<file path="config.mk">
export PLATFORM = sky130hd
export DESIGN_NAME = uart_tx
export DESIGN_NICKNAME = d
export VERILOG_FILES = /design/src/rtl/uart_tx.sv
export SDC_FILE = /design/constraint.sdc
export NUM_CORES = 1
export LEC_CHECK = 0
export ABC_AREA = 1
export CORE_MARGIN = 5
export CORE_UTILIZATION = 50
export CTS_CLUSTER_DIAMETER = 150
export DETAILED_ROUTE_END_ITERATION = 10
export GPL_TIMING_DRIVEN = 0
export PLACE_DENSITY = 0.71
export SLEW_MARGIN = 20
export SYNTH_ARGS = -nofsm -noshare
export SYNTH_HDL_FRONTEND = slang
export SYNTH_SLANG_ARGS = --single-unit
</file>
<file path="constraint.sdc">
create_clock -name clk -period 3.8 [get_ports clk]
set_input_delay 0.38 -clock clk [delete_from_list [all_inputs] [get_ports clk]]
set_output_delay 0.38 -clock clk [all_outputs]
set_load 0.01 [all_outputs]
</file>
<file path="src/rtl/uart_tx.sv">
// uart_tx: UART transmitter that sends one byte per valid/ready handshake.
// Frame format is start bit, 8 data bits LSB first, optional parity bit,
// and one stop bit. Each line bit lasts CLOCK_FREQ/BAUD_RATE clocks.
// Optional feature: define UART_TX_BUFFER_EN to add a one-byte holding
// register, so a byte can be accepted mid-frame and frames run gapless.
module uart_tx #(
  parameter int unsigned CLOCK_FREQ = 50_000_000,
  parameter int unsigned BAUD_RATE  = 9600,
  parameter logic [1:0]  EN_PARITY  = 2'b00
) (
  input  logic       clk,
  input  logic       rst,
  input  logic [7:0] i_data,
  input  logic       i_data_valid,
  output logic       o_ready,
  output logic       o_uart_tx,
  output logic       o_busy,
  output logic       o_tx_done
);

  localparam int unsigned MCNT_BAUD = CLOCK_FREQ / BAUD_RATE - 1;
  localparam int unsigned CNT_W     = (MCNT_BAUD > 0) ? $clog2(MCNT_BAUD + 1) : 1;
  localparam logic [CNT_W-1:0] MCNT = CNT_W'(MCNT_BAUD);

  typedef enum logic [2:0] {IDLE, START, DATA, PARITY, STOP} state_t;

  state_t           r_state;
  state_t           w_next_state;
  logic [CNT_W-1:0] r_baud_cnt;
  logic [2:0]       r_bit_id;
  logic [2:0]       w_bit_id_next;
  logic [7:0]       r_shift;
  logic             r_tx;
  logic             w_tx_next;
  logic             w_bit_end;
  logic             w_hs;
  logic             w_load_in;
  logic             w_parity;

`ifdef UART_TX_BUFFER_EN
  logic [7:0] r_hold;
  logic       r_hold_full;
  logic       w_load_hold;
  logic       w_hold_wr;

  assign o_ready   = ~r_hold_full;
  // A handshake not consumed directly by the shifter goes to the holding register.
  assign w_hold_wr = w_hs & ~w_load_in;
`else
  assign o_ready   = (r_state == IDLE);
`endif

  assign w_hs      = i_data_valid & o_ready;
  assign w_bit_end = (r_baud_cnt == MCNT);
  assign o_busy    = (r_state != IDLE);
  assign o_tx_done = (r_state == STOP) && w_bit_end;
  assign o_uart_tx = r_tx;

  // Parity bit for the byte currently in the shift register.
  always_comb begin
    w_parity = 1'b1;
    case (EN_PARITY)
      2'b11:   w_parity = ~^r_shift;
      2'b01:   w_parity = ^r_shift;
      default: w_parity = 1'b1;
    endcase
  end

  // Next-state decode and shift-register load requests.
  always_comb begin
    w_next_state = r_state;
    w_load_in    = 1'b0;
`ifdef UART_TX_BUFFER_EN
    w_load_hold  = 1'b0;
`endif
    case (r_state)
      IDLE: begin
        if (w_hs) begin
          w_next_state = START;
          w_load_in    = 1'b1;
        end
      end
      START: begin
        if (w_bit_end) w_next_state = DATA;
      end
      DATA: begin
        if (w_bit_end && (r_bit_id == 3'd7)) w_next_state = (|EN_PARITY) ? PARITY : STOP;
      end
      PARITY: begin
        if (w_bit_end) w_next_state = STOP;
      end
      STOP: begin
        if (w_bit_end) begin
`ifdef UART_TX_BUFFER_EN
          if (r_hold_full) begin
            w_next_state = START;
            w_load_hold  = 1'b1;
          end else if (w_hs) begin
            w_next_state = START;
            w_load_in    = 1'b1;
          end else begin
            w_next_state = IDLE;
          end
`else
          w_next_state = IDLE;
`endif
        end
      end
      default: w_next_state = IDLE;
    endcase
  end

  // Data bit index for the next cycle; wraps to 0 as DATA is left.
  always_comb begin
    w_bit_id_next = '0;
    if (r_state == DATA) w_bit_id_next = w_bit_end ? (r_bit_id + 3'd1) : r_bit_id;
  end

  // Line level is computed from the next state so the registered line
  // changes on the same edge as the state.
  always_comb begin
    w_tx_next = 1'b1;
    case (w_next_state)
      START:   w_tx_next = 1'b0;
      DATA:    w_tx_next = r_shift[w_bit_id_next];
      PARITY:  w_tx_next = w_parity;
      default: w_tx_next = 1'b1;
    endcase
  end

  // State register.
  always_ff @(posedge clk or posedge rst) begin
    if (rst) r_state <= IDLE;
    else     r_state <= w_next_state;
  end

  // Baud counter, bit index and registered line output.
  always_ff @(posedge clk or posedge rst) begin
    if (rst) begin
      r_baud_cnt <= '0;
      r_bit_id   <= '0;
      r_tx       <= 1'b1;
    end else begin
      if ((r_state == IDLE) || w_bit_end) r_baud_cnt <= '0;
      else                                r_baud_cnt <= r_baud_cnt + 1'b1;
      r_bit_id <= w_bit_id_next;
      r_tx     <= w_tx_next;
    end
  end

  // Shift register load, from the input or from the holding register.
  always_ff @(posedge clk or posedge rst) begin
    if (rst) begin
      r_shift <= '0;
    end else if (w_load_in) begin
      r_shift <= i_data;
`ifdef UART_TX_BUFFER_EN
    end else if (w_load_hold) begin
      r_shift <= r_hold;
`endif
    end
  end

`ifdef UART_TX_BUFFER_EN
  // Holding register fill and drain.
  always_ff @(posedge clk or posedge rst) begin
    if (rst) begin
      r_hold      <= '0;
      r_hold_full <= 1'b0;
    end else if (w_hold_wr) begin
      r_hold      <= i_data;
      r_hold_full <= 1'b1;
    end else if (w_load_hold) begin
      r_hold_full <= 1'b0;
    end
  end
`endif

endmodule

</file>
==> results.yml, run 1 <==
global_routing:
  grt_usage_pct: 16.04
  grt_start_max_net_pins: 29
  antenna_found_initial: 0
  grt_first_pass_wirelength_mm: 5.354
  overflow_after_grt: 0
  via_count_of_the_first_global_routing_pass: 1244
clock_tree:
  insertion_delay_ps: 320
  cts_made_buffers: 3
  clockBufferDepth: 2
  tritoncts_clock_tree: "yes"
  cts_repair_resized_insts: 0
  post_cts.repair.setup_buffers: 0
  cts-root-buf: "clkbuf_4"
  sink_count: 28
  postCtsHoldBufs: 0
  htree_num_levels: 1
  clk_transition_reported_paths_ps: 150
synth:
  synth_cells: 184
  yosys.area.top_type: "dfrtp_1"
  yosysMostFrequentCell: "inv_1"
  synthDistinctLibCells: 34
  post_syn_area_um2: 1494
  post_synth_xor_area_fraction_pct: 0.5863
  synth-edff-count: 0
  synth_top_family_by_area: "simple AND/OR/NAND/NOR gates"
  synthDominantCellAreaShare_pct: 45.23
  synthTopCellsByCount: "inv_1, nand2_1, dfrtp_1, nor2_1, nand3_1"
  synthesized_flop_and_latch_total: 28
  synth.net_count: 198
  async_reset_ff_share_pct: 100.0
  yosys_most_used_dff: "dfrtp_1"
  synth.top_cells.by_area: "dfrtp_1, inv_1, nand2_1, nand3_1, o21ai_0"
  synth-simple-area-share_pct: 27.14
  synth_mux_area_share_pct: 0
  synth_compound_area_share_pct: 11.81
  yosys.area_share.adder_pct: 2.513
  synth-warning-count: 0
  synth_area_per_cell_um2: 8.119
  register_area_share_after_synthesis_pct: 46.98
placed_design:
  gp_routability_congestion: 0.7687
  place_ws_ps: 1560
  detailed_place_hpwl_mm: 2.142
  numPortBuffers: 14
  detailed_place.area_um2: 1673
sta:
  worst_clock_skew_ps: 10.35
  worstMarginPinSlew_ps: 571.5
  rsz0062_at_grt: "false"
  final_worst_setup_slack_ps: 1192
  setup-violations-final: 0
  timing.final.crit_share_pct: 68.64
  finalSetupTns_ps: 0
  max_slew_margin_pct: 61.84
  maxSlewViolCount: 0
  max_freq_mhz: 383.4
  post-route-min-period_ps: 2608
  report.final.hold_viol_count: 0
final_layout:
  share_of_layout_cells_above_drive_strength_1_pct: 11.88
  area_growth_syn_to_layout_pct: 14.41
  final_net_count: 217
  final_cell_area_um2: 1709
  layout.filler_cells: 257
  antenna_cells: 0
setup_path:
  critPathLaunch: "r_baud_cnt[0]"
  ff2ff_path_depth: 11
  worst_path_largest_cell_delay_ps: 580
  cp_data_arrival_time_ps: 2230
  cp_slowest_cell: "clkdlybuf4s50_1"
  worst_r2r_startpoint: "r_baud_cnt[0]"
  worst-setup-path-type: "reg -> out"
  start_kind: "flop"
  ff2ff_setup_slack_ps: 2020
  crit_fanout: 10
  critical_path.reg2reg.endpoint: "r_baud_cnt[8]"
  worstSetupEndpoint: "o_tx_done"
  crit_required_ps: 3420
  setup.worst_path.end_class: "primary output"
  timing.critical_path.cells: "ha_1, nand2_1, inv_1, nand2_1, nor2_4, nand2_2, buf_6, nor4_1, clkdlybuf4s50_1"
  worst_path_most_repeated_cell: "nand2_1"
hold_path:
  hold_path_class: "in -> async"
power:
  internal_power_uw: 472.5
  p_switching_uw: 198.2
  power.share.combinational_pct: 21.1
  switching_share_pct: 29.55
  seq_power_share_pct: 57.3
  powerDensity_nw_per_um2: 392.4
  clkPwrFrac_pct: 21.6
  p_leak_uw: 0.0008244
  p_total_uw: 670.7
  ir_drop_v: 0.0002368
routing:
  detail_route.first_pass.iterations: 4
  final_antenna_net_count: 0
  avgViaCountPerCell: 5.180
  wl_per_cell_um: 12.26
  detail_route.wirelength_mm: 2.857
  drc: 0
  via_total_after_detailed_routing: 1207
  dr.first_iter.drc_count: 89
die:
  placeableCoreArea_um2: 2805
  die_height_um: 64.66
  die_w_um: 64.66
  initial_core_util_pct: 53.26
  boundaryPins: 15
  floorplan.die_area_um2: 4181
  std_cell_rows: 19
job:
  maxCapViolations: 0
status:
  status: "finished clean"
-- power by group through the flow --
stage / Combinational [µW] / Sequential, µW / Clock, µW
after floorplan: 105 / 383 / 0
after detailed placement: 142 / 390 / 0
after global routing: 172 / 391 / 168
final: 142 / 384 / 145
after CTS: 144 / 384 / 153
after global placement: 139 / 387 / 0
-- worst min-delay path by stage --
stage	to	slack [ps]	depth (start not counted)
floorplan	r_baud_cnt[0]	430	1
global placement	r_baud_cnt[0]	440	1
detailed placement	r_baud_cnt[0]	450	1
CTS	r_baud_cnt[0]	470	1
global route	r_shift[1]	460	2
finish	r_shift[1]	420	2
-- layout make-up --
type                       instances  area, µm²  share of cell area (%)
inverter                          39      147.6                   8.638
buffer                             2      16.27                  0.9517
multi-input combinational        115      628.1                   36.75
tap                               31      38.79                   2.269
clock buffer                       4      36.28                   2.123
timing repair buffer              14      140.1                   8.199
sequential                        28      701.9                   41.07
-- stage by stage --
step	util [%]	std cells	hold WS (ps)
finish	60.93	233	419.8
global route	60.93	233	463.7
CTS	60.93	233	466.4
detailed placement	59.63	229	446.9
global placement	59.63	229	440.7
floorplan	-	184	425.1
-- worst max-delay path, delay by kind of cell (launching register included) --
family | cells | cell delay, ps
adder cells (fa/ha/maj) | 1 | 190
buffers and inverters | 3 | 810
flip-flops | 1 | 390
AND/OR/NAND/NOR | 5 | 490
-- cell usage in the layout (no fill, tap or decap), types with 3 or more instances in the layout --
master / netlist / layout
clkdlybuf4s50_1: 0 / 14
nor2_1: 15 / 15
ha_1: 3 / 3
clkbuf_4: 0 / 3
nand2_2: 4 / 4
inv_1: 34 / 33
inv_2: 3 / 4
nand2_1: 30 / 30
nand4_1: 5 / 5
dfrtp_1: 27 / 27
a21oi_1: 7 / 7
o21ai_0: 12 / 12
nand3_1: 13 / 13
nor3_1: 5 / 5
-- registers in the layout, summed over array words and instances (netlist names) --
register / cells
r_baud_cnt: 13
r_shift: 8
r_bit_id: 3
r_state: 3
o_uart_tx: 1
-- cell families (layout without fill, tap and decap cells) --
group                      after synthesis  count (layout)
buffers and inverters                   41              59
AOI/OAI and AO/OA                       29              29
and+or+nand+nor                         82              82
adders and majority gates                3               3
xor gates and xnor gates                 1               1
DFF                                     28              28
-- per-layer routing --
metal | part of all wire (%) | global-route usage, % | up-vias
li1 | - | - | 630
met1 | 49 | 20.64 | 561
met2 | 47 | 27.96 | 14
met3 | 3.1 | 1.900 | 2
met4 | 0.63 | 5.541 | 0
met5 | 0 | 0 | -
(Power assumes the default switching activity.)
==> run 2: changes to the inputs <==
- PLACE_DENSITY: 0.71 -> 0.74
- clock period: 3.8 -> 2.2 ns (I/O delays scaled with it)
==> run 2 against run 1 <==
Net effect:
- combinational power rose by 87%
- global-route usage down 0.58 points
- largest power group unchanged
- count of clock-buffer cells in the layout decreased by 1
- sequential share of layout area fell by 0.65 points
- cell area rose by 1.6%
- power is 89% higher
- via count is 0.91% higher
- clock skew increased by 2.1 ps
- clock power up 140%
- sequential power is 72% higher
==> results.yml, run 2 (synthesized netlist as in run 1, its figures left out) <==
hold_path:
  hold_path_class: "in -> async"
sta:
  worst_clock_skew_ps: 12.44
  max_slew_margin_pct: 60.97
  report.final.hold_viol_count: 0
  max_freq_mhz: 490.9
  maxSlewViolCount: 0
  worstMarginPinSlew_ps: 584.6
  timing.final.crit_share_pct: 92.60
  setup-violations-final: 0
  finalSetupTns_ps: 0
  post-route-min-period_ps: 2037
  rsz0062_at_grt: "false"
setup_path:
  worst_r2r_startpoint: "r_baud_cnt[0]"
  worst-setup-path-type: "reg -> out"
  setup.worst_path.end_class: "primary output"
  start_kind: "flop"
  crit_required_ps: 1980
  ff2ff_setup_slack_ps: 430
  crit_fanout: 10
  worstSetupEndpoint: "o_tx_done"
  critical_path.reg2reg.endpoint: "o_uart_tx"
  cp_data_arrival_time_ps: 1820
  critPathLaunch: "r_baud_cnt[0]"
  ff2ff_path_depth: 11
clock_tree:
  clk_transition_reported_paths_ps: 160
  htree_num_levels: 1
  tritoncts_clock_tree: "yes"
  clockBufferDepth: 2
  postCtsHoldBufs: 0
  cts_made_buffers: 3
  sink_count: 28
  cts-root-buf: "clkbuf_4"
  insertion_delay_ps: 340
die:
  std_cell_rows: 19
  placeableCoreArea_um2: 2805
  die_height_um: 64.66
  floorplan.die_area_um2: 4181
  die_w_um: 64.66
  boundaryPins: 15
  initial_core_util_pct: 53.26
routing:
  avgViaCountPerCell: 5.205
  detail_route.wirelength_mm: 2.837
  dr.first_iter.drc_count: 46
  via_total_after_detailed_routing: 1218
  drc: 0
  detail_route.first_pass.iterations: 4
  wl_per_cell_um: 12.12
  final_antenna_net_count: 0
placed_design:
  gp_routability_congestion: 0.8013
  numPortBuffers: 14
  detailed_place_hpwl_mm: 2.111
  dpl.cell_count: 229
final_layout:
  post_layout_cell_count: 234
  layout.cells.most_common: "inv_1"
  regMostFlops: "r_baud_cnt"
  final_net_count: 218
  final_core_util_pct: 61.91
  top_regs: "r_baud_cnt x13, r_shift x8"
  largest_register_ff_count: 13
  share_of_layout_cells_above_drive_strength_1_pct: 13.79
  layout.filler_cells: 230
  area_growth_syn_to_layout_pct: 16.25
  antenna_cells: 0
  layout_common_cells: "inv_1, nand2_1, dfrtp_1"
power:
  seq_power_share_pct: 52.2
  ir_drop_v: 0.0004744
  p_leak_uw: 0.0008368
  internal_power_uw: 909.3
  p_switching_uw: 357.7
  powerDensity_nw_per_um2: 729.5
  switching_share_pct: 28.23
  clkPwrFrac_pct: 26.9
  power.share.combinational_pct: 20.9
global_routing:
  grt_first_pass_wirelength_mm: 5.161
  grt_usage_pct: 15.46
  antenna_found_initial: 0
  grt_start_max_net_pins: 29
  via_count_of_the_first_global_routing_pass: 1225
  overflow_after_grt: 0
job:
  maxCapViolations: 0
status:
  status: "finished clean"
-- run 2: area by class of cell --
type,instances,area [µm²],share of cell area (%)
clock buffer,3,22.52,1.297
multi-input combinational,115,636.9,36.67
clock inverter,1,30.03,1.729
inverter,39,147.6,8.501
timing repair buffer,15,142.6,8.213
sequential,28,701.9,40.42
buffer,2,16.27,0.9366
tap,31,38.79,2.233
-- run 2: critical path, cell delays in order (launching register included) --
cell     delay (ps)
dfrtp_1         390
ha_2            200
nand2_1          70
inv_1            80
nand2_1          90
nor2_4          140
nand2_2          80
buf_6           150
nor4_2          130
buf_2           170
-- run 2: power groups by stage --
stage / logic [µW] / clock network [µW] / registers (µW)
2_1_floorplan: 181 / 0 / 661
3_3_place_gp: 240 / 0 / 668
3_5_place_dp: 251 / 0 / 672
4_1_cts: 266 / 354 / 661
5_1_grt: 310 / 376 / 674
6_report: 265 / 341 / 661
-- run 2: per-layer routing --
layer  track usage [%]  up-vias  share of wire, %
met5                 0        -                 0
met4             5.541        0               1.9
met3             2.936        6               3.4
met2             26.42       24                46
met1             19.56      561                49
li1                  -      627                 -
-- run 2: per-stage QoR --
step           hold WS [ps]  total power [µW]  setup slack [ps]  cell area, µm²
5_1_grt               286.9              1360             6.323            1737
3_5_place_dp          466.6             923.6             64.84            1673
3_3_place_gp          440.4             908.5             134.0            1673
6_report              235.7              1267             162.8            1737
4_1_cts               409.1              1281            0.2276            1734
2_1_floorplan         284.7             841.3             592.3            1494
-- run 2: timing repair --
action / 4_1_cts / 5_1_grt
endpoints found under the setup margin: 1 / 1
buffers inserted: 1 / 0
gates resized for setup: 4 / 3
pin swaps: 0 / 1
-- run 2: worst min path at each step --
stage	from	end
finish	rst	r_shift[7]
global route	rst	r_shift[7]
CTS	i_data[0]	r_shift[0]
detailed placement	r_baud_cnt[0]	r_baud_cnt[0]
global placement	r_baud_cnt[0]	r_baud_cnt[0]
floorplan	rst	r_baud_cnt[0]
==> run 3: changes to the inputs <==
- TNS_END_PERCENT: not set -> 10
==> results of run 3 <==
The final DEF is identical to that of run 2; final timing and power are the same.
